===== config.mk =====
export PLATFORM = sky130hd
export DESIGN_NAME = papilio_wb_fifo_periph
export DESIGN_NICKNAME = d
export VERILOG_FILES = /design/src/rtl/papilio_wb_fifo_periph.sv
export SDC_FILE = /design/constraint.sdc
export NUM_CORES = 1
export LEC_CHECK = 0
export CAP_MARGIN = 20
export CORE_MARGIN = 5
export CORE_UTILIZATION = 55
export DETAILED_ROUTE_END_ITERATION = 10
export PLACE_DENSITY = 0.74
export SLEW_MARGIN = 20
export SYNTH_ARGS = -nofsm -noshare
export SYNTH_HDL_FRONTEND = slang
export SYNTH_SLANG_ARGS = --single-unit

===== constraint.sdc =====
create_clock -name clk -period 6.78 [get_ports clk]
set_input_delay 1.356 -clock clk [delete_from_list [all_inputs] [get_ports clk]]
set_output_delay 1.356 -clock clk [all_outputs]
set_load 0.02 [all_outputs]

===== src/rtl/papilio_wb_fifo_periph.sv =====
// Wishbone slave peripheral with CONTROL/STATUS/DATA/LEVEL registers, a TX FIFO
// drained by a valid/ready stream and an RX FIFO filled from a valid/ready stream.
module papilio_wb_fifo_periph #(
    parameter int DATA_WIDTH = 8,
    parameter int ADDR_WIDTH = 16,
    parameter int FIFO_DEPTH = 16
) (
    input  logic                  clk,
    input  logic                  rst,
    input  logic [ADDR_WIDTH-1:0] wb_adr_i,
    input  logic [DATA_WIDTH-1:0] wb_dat_i,
    output logic [DATA_WIDTH-1:0] wb_dat_o,
    input  logic                  wb_we_i,
    input  logic                  wb_cyc_i,
    input  logic                  wb_stb_i,
    output logic                  wb_ack_o,
    output logic [DATA_WIDTH-1:0] tx_data_o,
    output logic                  tx_valid_o,
    input  logic                  tx_ready_i,
    input  logic [DATA_WIDTH-1:0] rx_data_i,
    input  logic                  rx_valid_i,
    output logic                  rx_ready_o,
    output logic                  irq_o
);
    localparam int PTR_W    = $clog2(FIFO_DEPTH);
    localparam int CNT_W    = PTR_W + 1;
    localparam int RX_LVL_W = DATA_WIDTH / 2;
    localparam int TX_LVL_W = DATA_WIDTH - RX_LVL_W;
    localparam int TX       = 0;
    localparam int RX       = 1;

    typedef enum logic [1:0] {
        REG_CONTROL = 2'd0,
        REG_STATUS  = 2'd1,
        REG_DATA    = 2'd2,
        REG_LEVEL   = 2'd3
    } reg_sel_t;

    logic                  ack_reg;
    logic [DATA_WIDTH-1:0] dat_reg;
    logic [DATA_WIDTH-1:0] rd_data_next;
    logic                  en_reg, tx_ie_reg, rx_ie_reg, ovf_reg;
    logic                  en_next, tx_ie_next, rx_ie_next, ovf_next;

    logic     accept;
    logic     bus_wr;
    logic     bus_rd;
    logic     soft_rst;
    reg_sel_t sel;
    logic     unused_adr;

    // The ack itself blocks re-acceptance, so a strobe held through the ack
    // cycle produces exactly one transfer.
    assign accept     = wb_cyc_i & wb_stb_i & ~ack_reg;
    assign bus_wr     = accept & wb_we_i;
    assign bus_rd     = accept & ~wb_we_i;
    assign sel        = reg_sel_t'(wb_adr_i[3:2]);
    assign soft_rst   = bus_wr && (sel == REG_CONTROL) && wb_dat_i[1];
    assign unused_adr = ^wb_adr_i;

    logic [1:0]                 fifo_push;
    logic [1:0]                 fifo_pop;
    logic [1:0]                 fifo_full;
    logic [1:0]                 fifo_empty;
    logic [1:0][DATA_WIDTH-1:0] fifo_din;
    logic [1:0][DATA_WIDTH-1:0] fifo_head;
    logic [1:0][CNT_W-1:0]      fifo_count;

    genvar gi;
    generate
        for (gi = 0; gi < 2; gi++) begin : g_fifo
            logic [DATA_WIDTH-1:0] mem [FIFO_DEPTH];
            logic [CNT_W-1:0]      wr_ptr_reg;
            logic [CNT_W-1:0]      rd_ptr_reg;

            always_ff @(posedge clk) begin
                if (rst || soft_rst) begin
                    wr_ptr_reg <= '0;
                    rd_ptr_reg <= '0;
                end else begin
                    if (fifo_push[gi]) wr_ptr_reg <= wr_ptr_reg + 1'b1;
                    if (fifo_pop[gi])  rd_ptr_reg <= rd_ptr_reg + 1'b1;
                end
            end

            always_ff @(posedge clk) begin
                if (fifo_push[gi]) mem[wr_ptr_reg[PTR_W-1:0]] <= fifo_din[gi];
            end

            // Head is read combinationally so the TX stream is first-word fall-through.
            assign fifo_head[gi]  = mem[rd_ptr_reg[PTR_W-1:0]];
            assign fifo_count[gi] = wr_ptr_reg - rd_ptr_reg;
            assign fifo_empty[gi] = (wr_ptr_reg == rd_ptr_reg);
            assign fifo_full[gi]  = (wr_ptr_reg[PTR_W-1:0] == rd_ptr_reg[PTR_W-1:0]) &&
                                    (wr_ptr_reg[PTR_W] != rd_ptr_reg[PTR_W]);
        end
    endgenerate

    assign fifo_din[TX]  = wb_dat_i;
    assign fifo_din[RX]  = rx_data_i;
    assign tx_data_o     = fifo_head[TX];
    assign tx_valid_o    = en_reg & ~fifo_empty[TX];
    assign rx_ready_o    = en_reg & ~fifo_full[RX];

    // No bypass at full: a TX push is judged against the pre-edge fill level.
    assign fifo_push[TX] = bus_wr && (sel == REG_DATA) && en_reg && !fifo_full[TX];
    assign fifo_pop[TX]  = tx_valid_o & tx_ready_i;
    assign fifo_push[RX] = rx_valid_i & rx_ready_o;
    assign fifo_pop[RX]  = bus_rd && (sel == REG_DATA) && !fifo_empty[RX];

    logic [RX_LVL_W-1:0] rx_level;
    logic [TX_LVL_W-1:0] tx_level;

    always_comb begin
        rx_level = RX_LVL_W'(fifo_count[RX]);
        tx_level = TX_LVL_W'(fifo_count[TX]);
        if ((fifo_count[RX] >> RX_LVL_W) != '0) rx_level = '1;
        if ((fifo_count[TX] >> TX_LVL_W) != '0) tx_level = '1;
    end

    always_comb begin
        rd_data_next = '0;
        case (sel)
            REG_CONTROL: begin
                rd_data_next[0] = en_reg;
                rd_data_next[2] = tx_ie_reg;
                rd_data_next[3] = rx_ie_reg;
            end
            REG_STATUS: begin
                rd_data_next[0] = en_reg;
                rd_data_next[1] = fifo_full[TX];
                rd_data_next[2] = fifo_empty[TX];
                rd_data_next[3] = fifo_empty[RX];
                rd_data_next[4] = fifo_full[RX];
                rd_data_next[5] = ovf_reg;
            end
            REG_DATA: begin
                if (!fifo_empty[RX]) rd_data_next = fifo_head[RX];
            end
            REG_LEVEL: begin
                rd_data_next = {tx_level, rx_level};
            end
        endcase
    end

    // A new overflow at the same edge as a W1C wins; soft reset beats both.
    always_comb begin
        en_next    = en_reg;
        tx_ie_next = tx_ie_reg;
        rx_ie_next = rx_ie_reg;
        ovf_next   = ovf_reg;
        if (bus_wr && (sel == REG_STATUS) && wb_dat_i[5]) ovf_next = 1'b0;
        if (rx_valid_i && en_reg && fifo_full[RX]) ovf_next = 1'b1;
        if (bus_wr && (sel == REG_CONTROL)) begin
            en_next    = wb_dat_i[0];
            tx_ie_next = wb_dat_i[2];
            rx_ie_next = wb_dat_i[3];
        end
        if (soft_rst) begin
            en_next    = 1'b0;
            tx_ie_next = 1'b0;
            rx_ie_next = 1'b0;
            ovf_next   = 1'b0;
        end
    end

    always_ff @(posedge clk) begin
        if (rst) begin
            ack_reg   <= 1'b0;
            dat_reg   <= '0;
            en_reg    <= 1'b0;
            tx_ie_reg <= 1'b0;
            rx_ie_reg <= 1'b0;
            ovf_reg   <= 1'b0;
        end else begin
            ack_reg   <= accept;
            if (bus_rd) dat_reg <= rd_data_next;
            en_reg    <= en_next;
            tx_ie_reg <= tx_ie_next;
            rx_ie_reg <= rx_ie_next;
            ovf_reg   <= ovf_next;
        end
    end

    assign wb_ack_o = ack_reg;
    assign wb_dat_o = dat_reg;
    assign irq_o    = (tx_ie_reg & fifo_empty[TX]) | (rx_ie_reg & ~fifo_empty[RX]) | ovf_reg;

endmodule


==> results of run 1 <==
[area by class of cell]
class | count | area share, %
clock buffers | 31 | 5.35
repair buffers | 50 | 3.54
well taps | 280 | 2.56
inverters | 17 | 0.466
multi-input cells | 330 | 24.6
clock inverters | 23 | 1.30
flip-flops and latches | 297 | 62.2
[metrics by stage]
step | instances | util [%] | total power [mW] | area, um^2 | worst slack [ps]
after CTS | 1028 | 63.1 | 3.60 | 13700 | 2300
after global routing | 1028 | 63.1 | 3.68 | 13700 | 2190
final | 1028 | 63.1 | 3.58 | 13700 | 2350
after detailed placement | 974 | 58.9 | 2.08 | 12800 | 2670
after global placement | 974 | 58.9 | 2.08 | 12800 | 2770
after floorplan | 674 | - | 2.04 | 12000 | 3550
[path summary, 6_finish.rpt]
kind / startpoint / endpoint / slack [ps]
max: flop / tx_data_o[5] / 2350
min: ovf_reg / ovf_reg / 500
max reg2reg: g_fifo[1].wr_ptr_reg[2] / g_fifo[1].mem[6][0] / 3740
min reg2reg: ovf_reg / ovf_reg / 500
[synthesized netlist by cell type, types with 2 or more instances]
cell       count  area (um^2)
o2111ai_1      3         26.3
or3_1          4         25.0
buf_4          3         22.5
fa_1           2         40.0
nand2b_1       6         37.5
nor3_1        10         50.1
xor2_1        12          105
buf_1          4         15.0
a21o_1         3         22.5
o21ai_0        7         35.0
inv_1         17         63.8
and3b_1        2         17.5
o211a_1        3         30.0
and2_1         3         18.8
mux2i_1       15          150
buf_2         11         55.1
dfxtp_1       41          821
xnor2_1       13          114
mux2_2         4         45.0
nand2_1       30          113
a21oi_1       12         60.1
nor2_1        63          236
nand3_1        6         30.0
a211oi_1       2         15.0
o221ai_1       2         17.5
clkbuf_1      12         45.0
nand4_1        7         43.8
o21ai_1        2         10.0
ha_1          18          225
edfxtp_1     256         7690
nand3b_1       2         15.0
o211ai_1       4         30.0
nor4_1         2         12.5
mux4_2        71         1600
[critical path: stages, from the launching register on]
cell	delay, ps
dfxtp_2	320
buf_4	490
mux4_2	590
mux4_2	520
clkdlybuf4s50_1	560
[kinds of logic (layout without fill, tap and decap cells)]
logic type	count (synthesis)	in the layout	synth area share [%]
compound gates	51	51	3.07
buf+inv	47	121	1.67
flops	297	297	70.7
simple gates	144	144	5.64
xor+xnor	25	25	1.82
mux	90	90	14.9
fa+ha+maj	20	20	2.20
[per-layer routing]
| layer | global-route usage, % | share of wire [%] | vias up |
|---|---|---|---|
| met2 | 33.2 | 48 | 270 |
| li1 | - | - | 2759 |
| met1 | 30.4 | 42 | 3253 |
| met4 | 6.05 | 2.1 | 0 |
| met3 | 3.53 | 7.6 | 43 |
| met5 | 0 | 0 | - |
[power groups by stage]
stage | clock (mW) | combinational [mW] | sequential (mW)
global placement | 0 | 0.0555 | 2.02
detailed placement | 0 | 0.0585 | 2.02
finish | 1.53 | 0.0593 | 1.98
CTS | 1.55 | 0.0588 | 1.99
global route | 1.63 | 0.0641 | 1.98
floorplan | 0 | 0.0140 | 2.03
==> impl_metrics.csv, run 1 <==
group,metric,value,unit
cts,post_cts_buffers,0,
power,p_int,2.87,mW
power,pwr-share-seq,55.5,%
route,finalWirelength,25200,um
logic_synthesis,syn_area_per_cell,17.9,um^2
placed_design,io_buffers,44,
cts,cts_buffer_depth,3,
job,drv_cap,0,
logic_synthesis,async_flop_share,0,%
finish,n_antenna_cell,0,
logic_synthesis,synth-edff-count,256,
route,firstDrtPassIters,5,
floorplanning,die_w,158,um
cts,path_clk_slew,60,ps
route,num_vias,6325,
cts,tritoncts,"yes",
power,power_leakage,4.33,nW
timing,fin_skew,16.6,ps
global_routing,grt_max_degree,33,
finish,final_cell_mix,"edfxtp_1 (256), mux4_2 (71), nor2_1 (62)",
floorplanning,initial_core_util,55.5,%
logic_synthesis,synth_nets,733,
logic_synthesis,synthCells,674,
outcome,status,"finished, final reports clean",
setup_path,crit_required,5420,ps
setup_path,arrival,3070,ps
route,wire_per_inst,24.5,um
timing,period_share,65.3,%
setup_path,crit_fanout,32,
floorplanning,fp.dieH,158,um
route,drc,0,
cts,cts_resized,0,
timing,hold_viol,0,
power,peakVddDrop,0.212,mV
finish,fin_nets,784,
power,p_per_area,261,mW/mm^2
logic_synthesis,synth-seq-cells,297,
timing,worst_slew_pin_slew,1090,ps
cts,cts.sinks,297,
timing,relSlewSlack,26.9,%
finish,multi_input_area,0.00337,mm^2
finish,area_growth,13.8,%
cts,insertion_delay,540,ps
global_routing,grt_pass1_wl,39100,um
logic_synthesis,synth.yosys.seq_area_share,70.7,%
power,swShare,19.9,%
cts,cts_root_buf,"clkbuf_16",
setup_path,worstSetupPathType,"flop to output port",
power,pwr-share-comb,1.7,%
route,drtIter0Drc,647,
finish,largest_register_ffs,256,
global_routing,grt_pass1_vias,6568,
floorplanning,ios,59,
placed_design,place_congestion,0.868,
finish,final-seq-area,0.00851,mm^2
timing,period_needed,4430,ps
floorplanning,coreArea,0.0217,mm^2
timing,fmax,226,MHz
finish,drive_gt1_share,19.1,%
setup_path,cp-start-kind,"flop",
logic_synthesis,yosysUniqueCellTypes,56,
logic_synthesis,yosysWarnings,0,
timing,finalSetupViolCount,0,
logic_synthesis,ys.flop_type,"edfxtp_1",
floorplanning,rows,54,
logic_synthesis,syn_area,0.0120,mm^2
global_routing,track_usage,20.9,%
timing,fin_hold_ws,504,ps
global_routing,antenna_found_initial,0,
cts,cts_hold_buf,0,
finish,fillers,1469,
timing,rsz0062_at_grt,"no",
cts,htree_levels,1,
placed_design,hpwl,15900,um
cts,cts_made_buffers,29,
power,p_switching,0.712,mW
global_routing,overflow,0,
route,vias_per_cell,6.15,
setup_path,ff2ff_path_depth,5,
timing,setup_tns,0,ps
min_path,holdCritPathClass,"flop to flop",
power,pwr-share-clk,42.9,%
timing,slew_violations,0,
finish,final_common_cell,"edfxtp_1",
floorplanning,die_area,0.0249,mm^2
route,antenna_left,0,
setup_path,end_kind,"output port",
min_path,holdPathStages,2,
(Power assumes the default switching activity.)
==> inputs of run 2 (changes only) <==
CORE_UTILIZATION = 54   (was 55)
PLACE_DENSITY = 0.76   (was 0.74)
clock period = 3.9 ns   (was 6.78 ns; I/O delays follow)
==> run 2 against run 1 <==
  * Worst hold slack got worse by 21 ps
  * Clock power grew 68%
  * Register-to-register slack got worse by 2600 ps
  * Sequential share of layout area fell by 0.80 points
  * Count of clock-buffer cells in the layout rose by 8
  * Die area rose by 1.7%
  * Clock skew grew 2.1 ps
  * Utilization increased by 0.22 points
  * Critical endpoint is now tx_data_o[1]
  * Via count grew 3.5%
==> impl_metrics.csv, run 2 (synthesis gave the netlist of run 1 again) <==
group,metric,value,unit
outcome,status,"finished, final reports clean",
cts,cts_resized,0,
job,drv_cap,0,
timing,finalSetupViolCount,0,
route,num_vias,6549,
finish,fin_nets,820,
setup_path,worstSetupPathType,"flop to output port",
timing,period_needed,3640,ps
finish,drive_gt1_share,20.7,%
cts,tritoncts,"yes",
setup_path,crit_required,3120,ps
cts,cts.sinks,297,
route,vias_per_cell,6.17,
global_routing,grt_pass1_wl,40600,um
finish,multi_input_area,0.00333,mm^2
placed_design,io_buffers,44,
cts,cts_root_buf,"clkbuf_16",
floorplanning,fp.dieH,159,um
finish,n_antenna_cell,0,
cts,htree_levels,1,
floorplanning,rows,54,
route,firstDrtPassIters,5,
global_routing,use_met3,4.17,%
setup_path,crit_fanout,15,
floorplanning,initial_core_util,55.0,%
finish,final_cell_mix,"edfxtp_1 (256), mux4_2 (71), nor2_1 (63)",
setup_path,end_kind,"output port",
timing,setup_tns,0,ps
timing,rsz0062_at_grt,"no",
route,wire_per_inst,24.6,um
floorplanning,die_w,159,um
finish,fillers,1496,
timing,fin_skew,18.7,ps
global_routing,grt_pass1_vias,6877,
finish,final-seq-area,0.00851,mm^2
route,finalWirelength,26100,um
route,antenna_left,0,
cts,cts_made_buffers,28,
cts,insertion_delay,540,ps
placed_design,place_congestion,0.930,
timing,fin_hold_ws,482,ps
route,drc,0,
global_routing,grt.met2_usage,33.8,%
finish,area_growth,15.2,%
global_routing,grt_max_degree,33,
finish,final_common_cell,"edfxtp_1",
setup_path,arrival,2860,ps
global_routing,antenna_found_initial,0,
timing,hold_viol,0,
finish,largest_register_ffs,256,
global_routing,met1_usage,29.5,%
placed_design,hpwl,16400,um
min_path,holdCritPathClass,"flop to flop",
power,peakVddDrop,0.409,mV
cts,cts_buffer_depth,3,
cts,path_clk_slew,60,ps
cts,cts_hold_buf,0,
timing,slew_violations,0,
timing,relSlewSlack,32.5,%
global_routing,gr-max-usage-layer,"met2",
setup_path,cp-start-kind,"flop",
timing,fmax,275,MHz
floorplanning,ios,59,
global_routing,overflow,0,
floorplanning,coreArea,0.0219,mm^2
power,p_per_area,441,mW/mm^2
timing,period_share,93.3,%
power,power_leakage,4.45,nW
floorplanning,die_area,0.0254,mm^2
route,drtIter0Drc,558,
cts,post_cts_buffers,0,
setup_path,r2r_slack,1190,ps
timing,worst_slew_pin_slew,1010,ps
global_routing,track_usage,20.7,%
[run 2: per-stage QoR]
step	std cells	worst slack [ps]	util (%)	total power, mW	instance area (um^2)
3_5_place_dp	1011	827	59.5	3.62	13000
3_3_place_gp	1011	849	59.5	3.62	13000
6_report	1061	260	63.4	6.12	13900
5_1_grt	1061	126	63.4	6.32	13900
4_1_cts	1061	206	63.4	6.16	13900
2_1_floorplan	674	1250	-	3.55	12000
[run 2: per-layer routing]
layer	vias up	wire length, um
li1	2832	-
met1	3355	10600
met2	325	12900
met3	37	2190
met4	0	375
met5	-	0
[run 2: power by group]
| part | internal (mW) | switching [mW] |
|---|---|---|
| sequential | 3.45 | 0.00300 |
| clock | 1.46 | 1.11 |
| combinational | 0.0358 | 0.0689 |
| total | 4.94 | 1.18 |
[run 2: worst max-delay path: stages, from the launching register on]
cell,delay [ps]
dfxtp_2,340
buf_4,310
mux4_2,580
mux4_2,520
clkdlybuf4s50_1,560
[run 2: area by class of cell]
class,count,area share [%]
sequential,297,61.4
clock buffer,39,5.35
tap,280,2.53
inverter,17,0.460
multi-input combinational,330,24.0
clock inverter,11,0.821
timing repair buffer,87,5.50
[run 2: final timing paths]
kind                                start              endpoint  depth (start not counted)
setup / recovery                     flop          tx_data_o[1]                          4
hold / removal                wb_dat_o[1]           wb_dat_o[1]                          2
setup reg to reg  g_fifo[1].wr_ptr_reg[2]  g_fifo[1].mem[12][3]                          6
hold reg to reg               wb_dat_o[1]           wb_dat_o[1]                          2
